$ cat config.mk
export PLATFORM = sky130hd
export DESIGN_NAME = divider_iterative_8b
export DESIGN_NICKNAME = d
export VERILOG_FILES = /design/src/rtl/divider_iterative_8b.sv
export SDC_FILE = /design/constraint.sdc
export NUM_CORES = 1
export LEC_CHECK = 0
export ABC_AREA = 1
export CORE_MARGIN = 2
export CORE_UTILIZATION = 45
export DETAILED_ROUTE_END_ITERATION = 12
export PLACE_DENSITY_LB_ADDON = 0.12
export SLEW_MARGIN = 10
export SYNTH_ARGS = -nofsm -noshare
export SYNTH_HDL_FRONTEND = slang
export SYNTH_SLANG_ARGS = --single-unit
$ cat constraint.sdc
create_clock -name clk -period 3.9 [get_ports clk]
set_clock_uncertainty 0.15 [all_clocks]
set_input_delay 0.78 -clock clk [delete_from_list [all_inputs] [get_ports clk]]
set_output_delay 0.78 -clock clk [all_outputs]
set_load 0.02 [all_outputs]
$ cat src/rtl/divider_iterative_8b.sv
// Iterative restoring unsigned divider: one quotient bit per cycle, val/rdy streams in and out.
// Optional macro DIVIDER_ZERO_SHORTCUT_EN sends divide-by-zero straight to DONE.
module divider_iterative_8b #(
    parameter int NBITS = 8
) (
    input  logic             clk,
    input  logic             reset,
    input  logic             istream_val,
    output logic             istream_rdy,
    input  logic [NBITS-1:0] dividend,
    input  logic [NBITS-1:0] divisor,
    output logic             ostream_val,
    input  logic             ostream_rdy,
    output logic [NBITS-1:0] quotient,
    output logic [NBITS-1:0] remainder
);

    localparam int CW = $clog2(NBITS + 1);

    typedef enum logic [1:0] {
        IDLE,
        CALC,
        DONE
    } state_t;

    state_t           state;
    state_t           state_next;

    logic [NBITS:0]   rem_reg;
    logic [NBITS-1:0] quo_reg;
    logic [NBITS-1:0] div_reg;
    logic [CW-1:0]    count;

    logic [NBITS:0]   rem_shift;
    logic [NBITS-1:0] quo_shift;
    logic [NBITS:0]   rem_step;
    logic [NBITS-1:0] quo_step;
    logic             fits;
    logic             last_step;
    logic             in_fire;
    logic             zero_div;

    // A set top bit of R would make the shifted value exceed any divisor, so it forces a subtract.
    always_comb begin
        rem_shift = {rem_reg[NBITS-1:0], quo_reg[NBITS-1]};
        quo_shift = {quo_reg[NBITS-2:0], 1'b0};
        fits      = rem_reg[NBITS] || (rem_shift >= {1'b0, div_reg});
        rem_step  = rem_shift;
        quo_step  = quo_shift;
        if (fits) begin
            rem_step = rem_shift - {1'b0, div_reg};
            quo_step = quo_shift | {{(NBITS-1){1'b0}}, 1'b1};
        end
    end

    assign last_step = (count == CW'(1));
    assign in_fire   = istream_val && istream_rdy;

`ifdef DIVIDER_ZERO_SHORTCUT_EN
    assign zero_div = (divisor == '0);
`else
    assign zero_div = 1'b0;
`endif

    always_ff @(posedge clk) begin
        if (reset) begin
            state <= IDLE;
        end else begin
            state <= state_next;
        end
    end

    always_comb begin
        state_next  = state;
        istream_rdy = (state == IDLE);
        ostream_val = (state == DONE);
        case (state)
            IDLE: begin
                if (in_fire) begin
                    state_next = zero_div ? DONE : CALC;
                end
            end
            CALC: begin
                if (last_step) begin
                    state_next = DONE;
                end
            end
            DONE: begin
                if (ostream_rdy) begin
                    state_next = IDLE;
                end
            end
            default: state_next = IDLE;
        endcase
    end

    // Result registers are loaded only when a transaction completes, so they hold across IDLE.
    always_ff @(posedge clk) begin
        if (reset) begin
            rem_reg   <= '0;
            quo_reg   <= '0;
            div_reg   <= '0;
            count     <= '0;
            quotient  <= '0;
            remainder <= '0;
        end else begin
            case (state)
                IDLE: begin
                    if (in_fire) begin
                        quo_reg <= dividend;
                        rem_reg <= '0;
                        div_reg <= divisor;
                        count   <= CW'(NBITS);
                        if (zero_div) begin
                            quotient  <= '1;
                            remainder <= dividend;
                        end
                    end
                end
                CALC: begin
                    quo_reg <= quo_step;
                    rem_reg <= rem_step;
                    count   <= count - CW'(1);
                    if (last_step) begin
                        quotient  <= quo_step;
                        remainder <= rem_step[NBITS-1:0];
                    end
                end
                default: begin
                end
            endcase
        end
    end

endmodule

### Yosys cells after proc, flatten, opt, wreduce, memory -nomap -nowiden

Cells that the tools add are included.

| cells by class | value |
|---|---|
| $add $sub $neg | 2 |
| $lt $le $gt $ge | 1 |
| equal/unequal tests | 6 |
| multiplexer cells | 12 |
| reductions and logical operators | 8 |

Operators with widths:

| kind | number |
|---|---|
| 2-to-1 mux 9 bit | 2 |
| case mux 9 bit (2 select lines) | 1 |
| case mux 8 bit (2 select lines) | 1 |
| >= comparator 9 x 8 -> 1 bit | 1 |
| subtractor 9 x 8 -> 9 bit | 1 |
| 2-to-1 mux 8 bit | 1 |
| case mux 4 bit (2 select lines) | 1 |
| 2-to-1 mux 2 bit | 3 |
| case mux 2 bit (3 select lines) | 1 |
| AND reduction 2 bit | 3 |
| equality test 4 x 1 -> 1 bit, second input constant | 1 |
| 2-to-1 mux 4 bit | 1 |
| inequality test 2 x 1 -> 1 bit, second input constant | 2 |
| subtractor 4 x 1 -> 4 bit, second input constant | 1 |
| AND reduction 3 bit | 1 |
| equality test 2 x 1 -> 1 bit, second input constant | 1 |
| equality test 2 bit, second input constant | 1 |
| zero test 2 bit | 1 |
| inequality test 2 bit, second input constant | 1 |
| nonzero test 2 bit | 1 |
| logical AND 1 bit | 1 |
| logical OR 1 bit | 1 |
| 2-to-1 mux 1 bit | 1 |

| word-level totals | value |
|---|---|
| flip-flop bits (word level) | 47 |
| input bits | 20 |

### Longest topological paths before layout

Gate-level depths: netlist of run 1.

| logic depth | value |
|---|---|
| depth in word-level cells | 4 |
| mapped depth | 14 |

### Least setup slack after synthesis of run 1

No wires, ideal clock.

| timing path | value |
|---|---|
| path kind | register -> register |
| start | register quo_reg[7] |
| end | register remainder[4] |
| arrival | 1512 ps |
| required time | 3637 ps |
| setup slack | 2124 ps |
| stages on the path, launching flop included | 12 |
| path buffers | 0 |
| clock period less this slack | 1776 ps |
| cells stage by stage | dfxtp_1 -> inv_1 -> ha_1 -> inv_1 -> fa_1 -> nand2_1 -> nand3_1 -> xor2_1 -> nand2_2 -> nand2_2 -> o21ai_1 -> inv_1 |

| on the way | value |
|---|---|
| longest elaborated chain between the ends | 3 |
| elaborated cells on any way between the ends | 4 |

Ends and longest elaborated chain:

| what | RTL line | RTL |
|---|---|---|
| start, declared | 30 | `logic [NBITS-1:0] quo_reg;` |
| start signal, assigned | 110 | `quo_reg <= dividend;` |
| start signal, assigned | 121 | `quo_reg <= quo_step;` |
| >= comparator 9 x 8 -> 1 bit | 47 | `fits = rem_reg[NBITS] \|\| (rem_shift >= {1'b0, div_reg});` |
| logical OR 1 bit | 47 |  |
| 2-to-1 mux 9 bit * | 50 | `if (fits) begin` |
| end signal, assigned | 116 | `remainder <= dividend;` |
| end signal, assigned | 126 | `remainder <= rem_step[NBITS-1:0];` |
| end, declared | 15 | `output logic [NBITS-1:0] remainder` |

Mark *: on every way between the ends. The rest lies on a longest branch, timed or not.
A chain may end at the register's enable or synchronous reset.

### Worst setup path after layout of run 1

| timing path | value |
|---|---|
| start | register state[1] |
| end | output ostream_val |

| on the way | value |
|---|---|
| longest elaborated chain between the ends | 1 |

Ends and longest elaborated chain:

| what | RTL line | RTL |
|---|---|---|
| start, declared | 26 | `state_t state;` |
| start signal, assigned | 69 | `state <= state_next;` |
| equality test 2 bit | 76 | `ostream_val = (state == DONE);` |
| end, declared | 12 | `output logic ostream_val,` |

No other way between the ends.

==> results of run 1 <==
## cell usage in the layout, fill, tap and decap left out, types with 6 or more instances in the layout
cell type	n
a21oi_1	19
clkbuf_8	6
nand2_1	86
nand3_1	14
clkdlybuf4s50_1	37
a211oi_1	10
nor2_1	35
a31oi_1	6
dfxtp_1	47
inv_1	39
ha_1	10
nand2_2	15
## metrics by stage
stage          hold slack (ns)  utilization [%]  power (mW)
2_1_floorplan            0.293                -        1.14
3_3_place_gp             0.302             54.8        1.29
3_5_place_dp             0.301             54.8        1.29
4_1_cts                  0.314             56.6        1.60
5_1_grt                  0.339             56.6        1.72
6_report                 0.313             56.6        1.58
## worst max-delay path: cells and delay by family (launching register included)
family | cells | cell delay (ns)
DFF | 1 | 0.31
and+or+nand+nor | 1 | 0.14
buffers and inverters | 2 | 0.69
## final cells by class
class	instances	area, um^2	share of cell area, %
multi-input cells	232	1250	42.8
flip-flops and latches	47	941	32.3
repair buffers	39	385	13.2
inverters	42	158	5.42
well taps	70	87.6	3.01
clock buffers	6	82.6	2.84
clock inverters	1	8.76	0.301
## how the worst max path moves through the flow
stage	start	end	slack, ns
detailed placement	reset	count[2]	1.25
global placement	reset	count[2]	1.26
global route	state[1]	ostream_val	1.44
floorplan	quo_reg[7]	remainder[4]	2.12
CTS	state[1]	ostream_val	1.52
finish	state[1]	ostream_val	1.53
## report_power, final
group	switching [mW]	internal (mW)	leakage [nW]	total, mW
clock network	0.163	0.143	0.0477	0.306
registers	0.0321	0.524	0.384	0.556
logic	0.455	0.262	0.804	0.717
total	0.650	0.929	1.24	1.58
## cells by family after synthesis
kind of cell	share of synthesized area, %
and+or+nand+nor	31.7
AOI/OAI and AO/OA	12.8
buffers and inverters	9.52
DFF	38.9
adders and majority gates	6.00
xor gates and xnor gates	1.09
## per-layer routing
metal | global-route usage, % | wire length (um) | vias to the layer above
met5 | 0 | 0 | -
met1 | 23.1 | 2330 | 972
li1 | - | - | 1131
met4 | 4.82 | 70 | 0
met3 | 3.65 | 171 | 7
met2 | 32.3 | 2470 | 33
==> results.toml, run 1 <==
[floorplan]
core-area_um2 = 5140
row_count = 26
die_y_um = 77.3
die_area_um2 = 5970
start_util_pct = 47.0
die_x_um = 77.3
ios = 38

[sta]
slew_headroom_pct = 40.5
rsz0062_at_grt = "false"
fin_setup_tns_ns = 0
hold_violations = 0
fmax_mhz = 423
tightest_slew_ns = 0.890
post-route-period-util_pct = 60.7
drv_slew = 0
finalCriticalPeriod_ns = 2.37
layout_setup_ws_ns = 1.53
setup_viol = 0

[clock_network]
holdBufCountCts = 0
cts.path.max_buffers = 2
postCtsSetupBuffers = 0
cts.sinks = 47
clk_latency_ns = 0.30
htreeDepth = 2
cts_resized = 0
cts_buffers = 5
cts_tree = "done"
clockRootBuffer = "clkbuf_8"
clk_pin_slew_worst_paths_ns = 0.08

[placed_design]
io_buffers = 37
dp.cells = 430
place_ws_ns = 1.25
placed_cell_area_um2 = 2820
gp_congestion = 0.882
dp_hpwl_um = 3760

[min_path]
hold_path_end = "quotient[2]"
min_path_type = "reg -> reg"
min_from = "quotient[2]"
worst_hold_path.num_cells = 2

[layout]
largest_reg_flops = 9
diodes = 0
area_growth_pct = 20.3
final_cell_area_um2 = 2910
n_fill_cell = 525
final_layout_size_suffix_gt1_share_pct = 11.2
nets = 398
fin_cells = 437

[yosys]
synth_top_cell_area_share_pct = 38.9
synth_cell_types = 35
yosysTopAreaCell = "dfxtp_1"
synth_nets = 365
synthTopCellsByCount = "nand2_1, dfxtp_1, inv_1"
netlist_top_cells_area = "dfxtp_1, nand2_1, inv_1"
synth-async-reset-ratio_pct = 0
synth_edf_count = 0
syn-cell-area_um2 = 2420
synthFlopType = "dfxtp_1"
synth_most_common_cell = "nand2_1"
ys_ff_latch = 47
synth_seq_area_share_pct = 38.9
synth-warning-count = 0
synth_cells = 334
syn_area_per_cell_um2 = 7.24

[critical_path]
r2r-start = "quo_reg[7]"
path_max_fanout = 3
cp.arrival_ns = 1.44
start_kind = "register"
critPathKind = "reg -> out"
path_cells = "inv_1, nor2_1, clkdlybuf4s50_1"
cp_slowest_stage_delay_ns = 0.63
rr_endpoint = "rem_reg[4]"
slowest_stage = "clkdlybuf4s50_1"
crit_path_end_kind = "output port"
ff2ff_path_depth = 11
reg2reg_slack_ns = 1.94
required_ns = 2.97

[global_routing]
track_usage_pct = 18.4
overflow = 0
grt_max_degree = 27
grt_pass1_vias = 1924
antenna_found_initial = 0
grt_pass1_wl_um = 8940

[detailed_routing]
dr.first_iter.drc_count = 69
wire_per_inst_um = 11.5
drcViolationCount = 0
firstDrtPassIters = 4
ant_nets = 0
vias_per_cell = 4.90
vias = 2143
wl_um = 5050

[pwr]
leakage_nw = 1.24
ir_worst_vdd_uv = 267
power_density_nw_per_um2 = 543

[run_status]
status = "complete, no violations"

[job]
max_cap_violations = 0
(Power assumes the default switching activity.)
==> inputs of run 2 (changes only) <==
Clock period 3.9 ns to 2 ns, I/O delays scaled along.
==> run 2 against run 1 <==
Compared with the run above: combinational power grew 110%; clock-buffer cell count is the same; global-route usage shrank 0.15 points; via count grew 1.5%; final area grew 4.3%; first-iteration DRC count grew 29%; setup slack lost 1.4 ns; critical path depth grew 8; sequential share of layout area shrank 1.3 points; register-to-register slack lost 1.8 ns; largest power group unchanged; sequential cell count is the same; power grew 100%; highest routed layer unchanged.
==> results.toml, run 2 (synthesis gave the netlist of run 1 again) <==
[sta]
setup_viol = 0
fmax_mhz = 542
slew_headroom_pct = 70.8
hold_violations = 0
tightest_slew_ns = 0.438
drv_slew = 0
post-route-period-util_pct = 92.3
finalCriticalPeriod_ns = 1.85

[placed_design]
io_buffers = 37
placed_cell_area_um2 = 2860
dp_hpwl_um = 3810
dp.cells = 434
gp_congestion = 0.819

[floorplan]
die_area_um2 = 5970
die_x_um = 77.3
die_y_um = 77.3
core-area_um2 = 5140
ios = 38
start_util_pct = 47.0
row_count = 26

[clock_network]
cts.sinks = 47
clk_pin_slew_worst_paths_ns = 0.09
clk_latency_ns = 0.31
htreeDepth = 2
cts.path.max_buffers = 2
holdBufCountCts = 0
cts_tree = "done"
cts_buffers = 5
clockRootBuffer = "clkbuf_8"

[pwr]
p_clk_share_pct = 19.3
pwr-share-seq_pct = 33.8
combPwrFrac_pct = 46.9
power_density_nw_per_um2 = 1060
internal_power_mw = 1.90
leakage_nw = 1.30
p_switching_mw = 1.33
ir_worst_vdd_uv = 479
sw_frac_of_total_pct = 41.3

[layout]
largest_reg_flops = 9
layout_common_cells = "nand2_1, dfxtp_1, inv_1"
final_layout_size_suffix_gt1_share_pct = 14.4
nets = 404
utilization_pct = 59.0
final_cell_area_um2 = 3030
fin_cells = 444
layout_commonest_cell = "nand2_1"
diodes = 0
area_growth_pct = 25.5

[global_routing]
grt_pass1_wl_um = 8850
antenna_found_initial = 0
grt_pass1_vias = 1966
grt_max_degree = 48
overflow = 0
track_usage_pct = 18.3

[critical_path]
path_max_fanout = 3
required_ns = 2.09
path_cells = "inv_1, ha_1, inv_1, fa_2, nand2_1, nand3_2, xor2_1, nand2_2, nand2_2, nand2_2, a21oi_2"
critPathKind = "reg -> reg"
crit_path_start = "quo_reg[7]"
start_kind = "register"
cp.arrival_ns = 1.93
cp_common_cell = "nand2_2"
slowest_stage = "fa_2"
cp_slowest_stage_delay_ns = 0.36
crit_path_end_kind = "register"
r2r-start = "quo_reg[7]"

[detailed_routing]
vias = 2175
firstDrtPassIters = 4
wl_um = 5330
dr.first_iter.drc_count = 89
drcViolationCount = 0
ant_nets = 0
vias_per_cell = 4.90
wire_per_inst_um = 12.0

[min_path]
min_from = "quotient[3]"
min_path_type = "reg -> reg"

[job]
max_cap_violations = 0

[run_status]
status = "complete, no violations"
==> run 2: cell types whose count changed in the layout (fill, tap and decap cells not counted), sizes merged <==
cell / before / now
nand2: 103 / 104
clkdlybuf4s50: 37 / 35
buf: 2 / 7
clkinv: 0 / 1
dlymetal6s2s: 0 / 2
==> run 2: power by group through the flow <==
| stage | combinational (mW) | clock [mW] | sequential [mW] |
|---|---|---|---|
| after floorplan | 1.13 | 0 | 1.10 |
| after global placement | 1.42 | 0 | 1.10 |
| after detailed placement | 1.43 | 0 | 1.10 |
| after CTS | 1.43 | 0.641 | 1.08 |
| after global routing | 1.69 | 0.680 | 1.10 |
| final | 1.51 | 0.624 | 1.09 |
==> run 2: area by class of cell <==
| class | instances | area (um^2) |
|---|---|---|
| Clock buffer | 6 | 82.6 |
| Clock inverter | 2 | 13.8 |
| Fill cell | 525 | 2110 |
| Inverter | 42 | 158 |
| Multi-Input combinational cell | 233 | 1310 |
| Sequential cell | 47 | 941 |
| Tap cell | 70 | 87.6 |
| Timing Repair Buffer | 44 | 440 |
==> run 2: what timing repair did <==
action	CTS	global route
buffers inserted	0	1
resized for setup	0	8
setup endpoints to repair	0	14
==> run 2: path summary, 6_finish.rpt <==
kind / endpoint / slack [ns] / cells after the start
setup reg to reg: rem_reg[4] / 0.15 / 11
hold / removal: quotient[3] / 0.32 / 2
setup / recovery: rem_reg[4] / 0.15 / 11
hold reg to reg: quotient[3] / 0.32 / 2
==> run 2: per-stage QoR <==
| stage | setup slack, ns | hold WS, ns | power (mW) | TNS [ns] |
|---|---|---|---|---|
| after global placement | 0.0772 | 0.301 | 2.52 | 0 |
| final | 0.154 | 0.318 | 3.23 | 0 |
| after floorplan | 0.224 | 0.293 | 2.22 | 0 |
| after CTS | 0.0140 | 0.326 | 3.16 | 0 |
| after global routing | -0.00517 | 0.342 | 3.48 | -0.00517 |
| after detailed placement | 0.104 | 0.306 | 2.53 | 0 |
==> run 2: layer usage <==
metal	share of wire, %	vias up	GRT usage, %	wire length, um
met2	49	48	31.5	2590
met1	46	973	23.0	2470
li1	-	1145	-	-
met4	1.3	0	5.36	72
met3	3.7	9	3.65	200
met5	0	-	0	0
==> run 2: worst max-delay path: cells and delay by family, from the launching register on <==
kind	cells	cell delay (ns)
AOI/OAI and AO/OA	1	0.11
xor gates and xnor gates	1	0.20
adders and majority gates	2	0.50
buffers and inverters	2	0.13
DFF	1	0.32
and+or+nand+nor	5	0.37
==> inputs of run 3 (changes only) <==
Settings changed: SLEW_MARGIN 10 to 20.
==> results of run 3 <==
No change in the layout: final DEF, timing and power equal those of run 2.
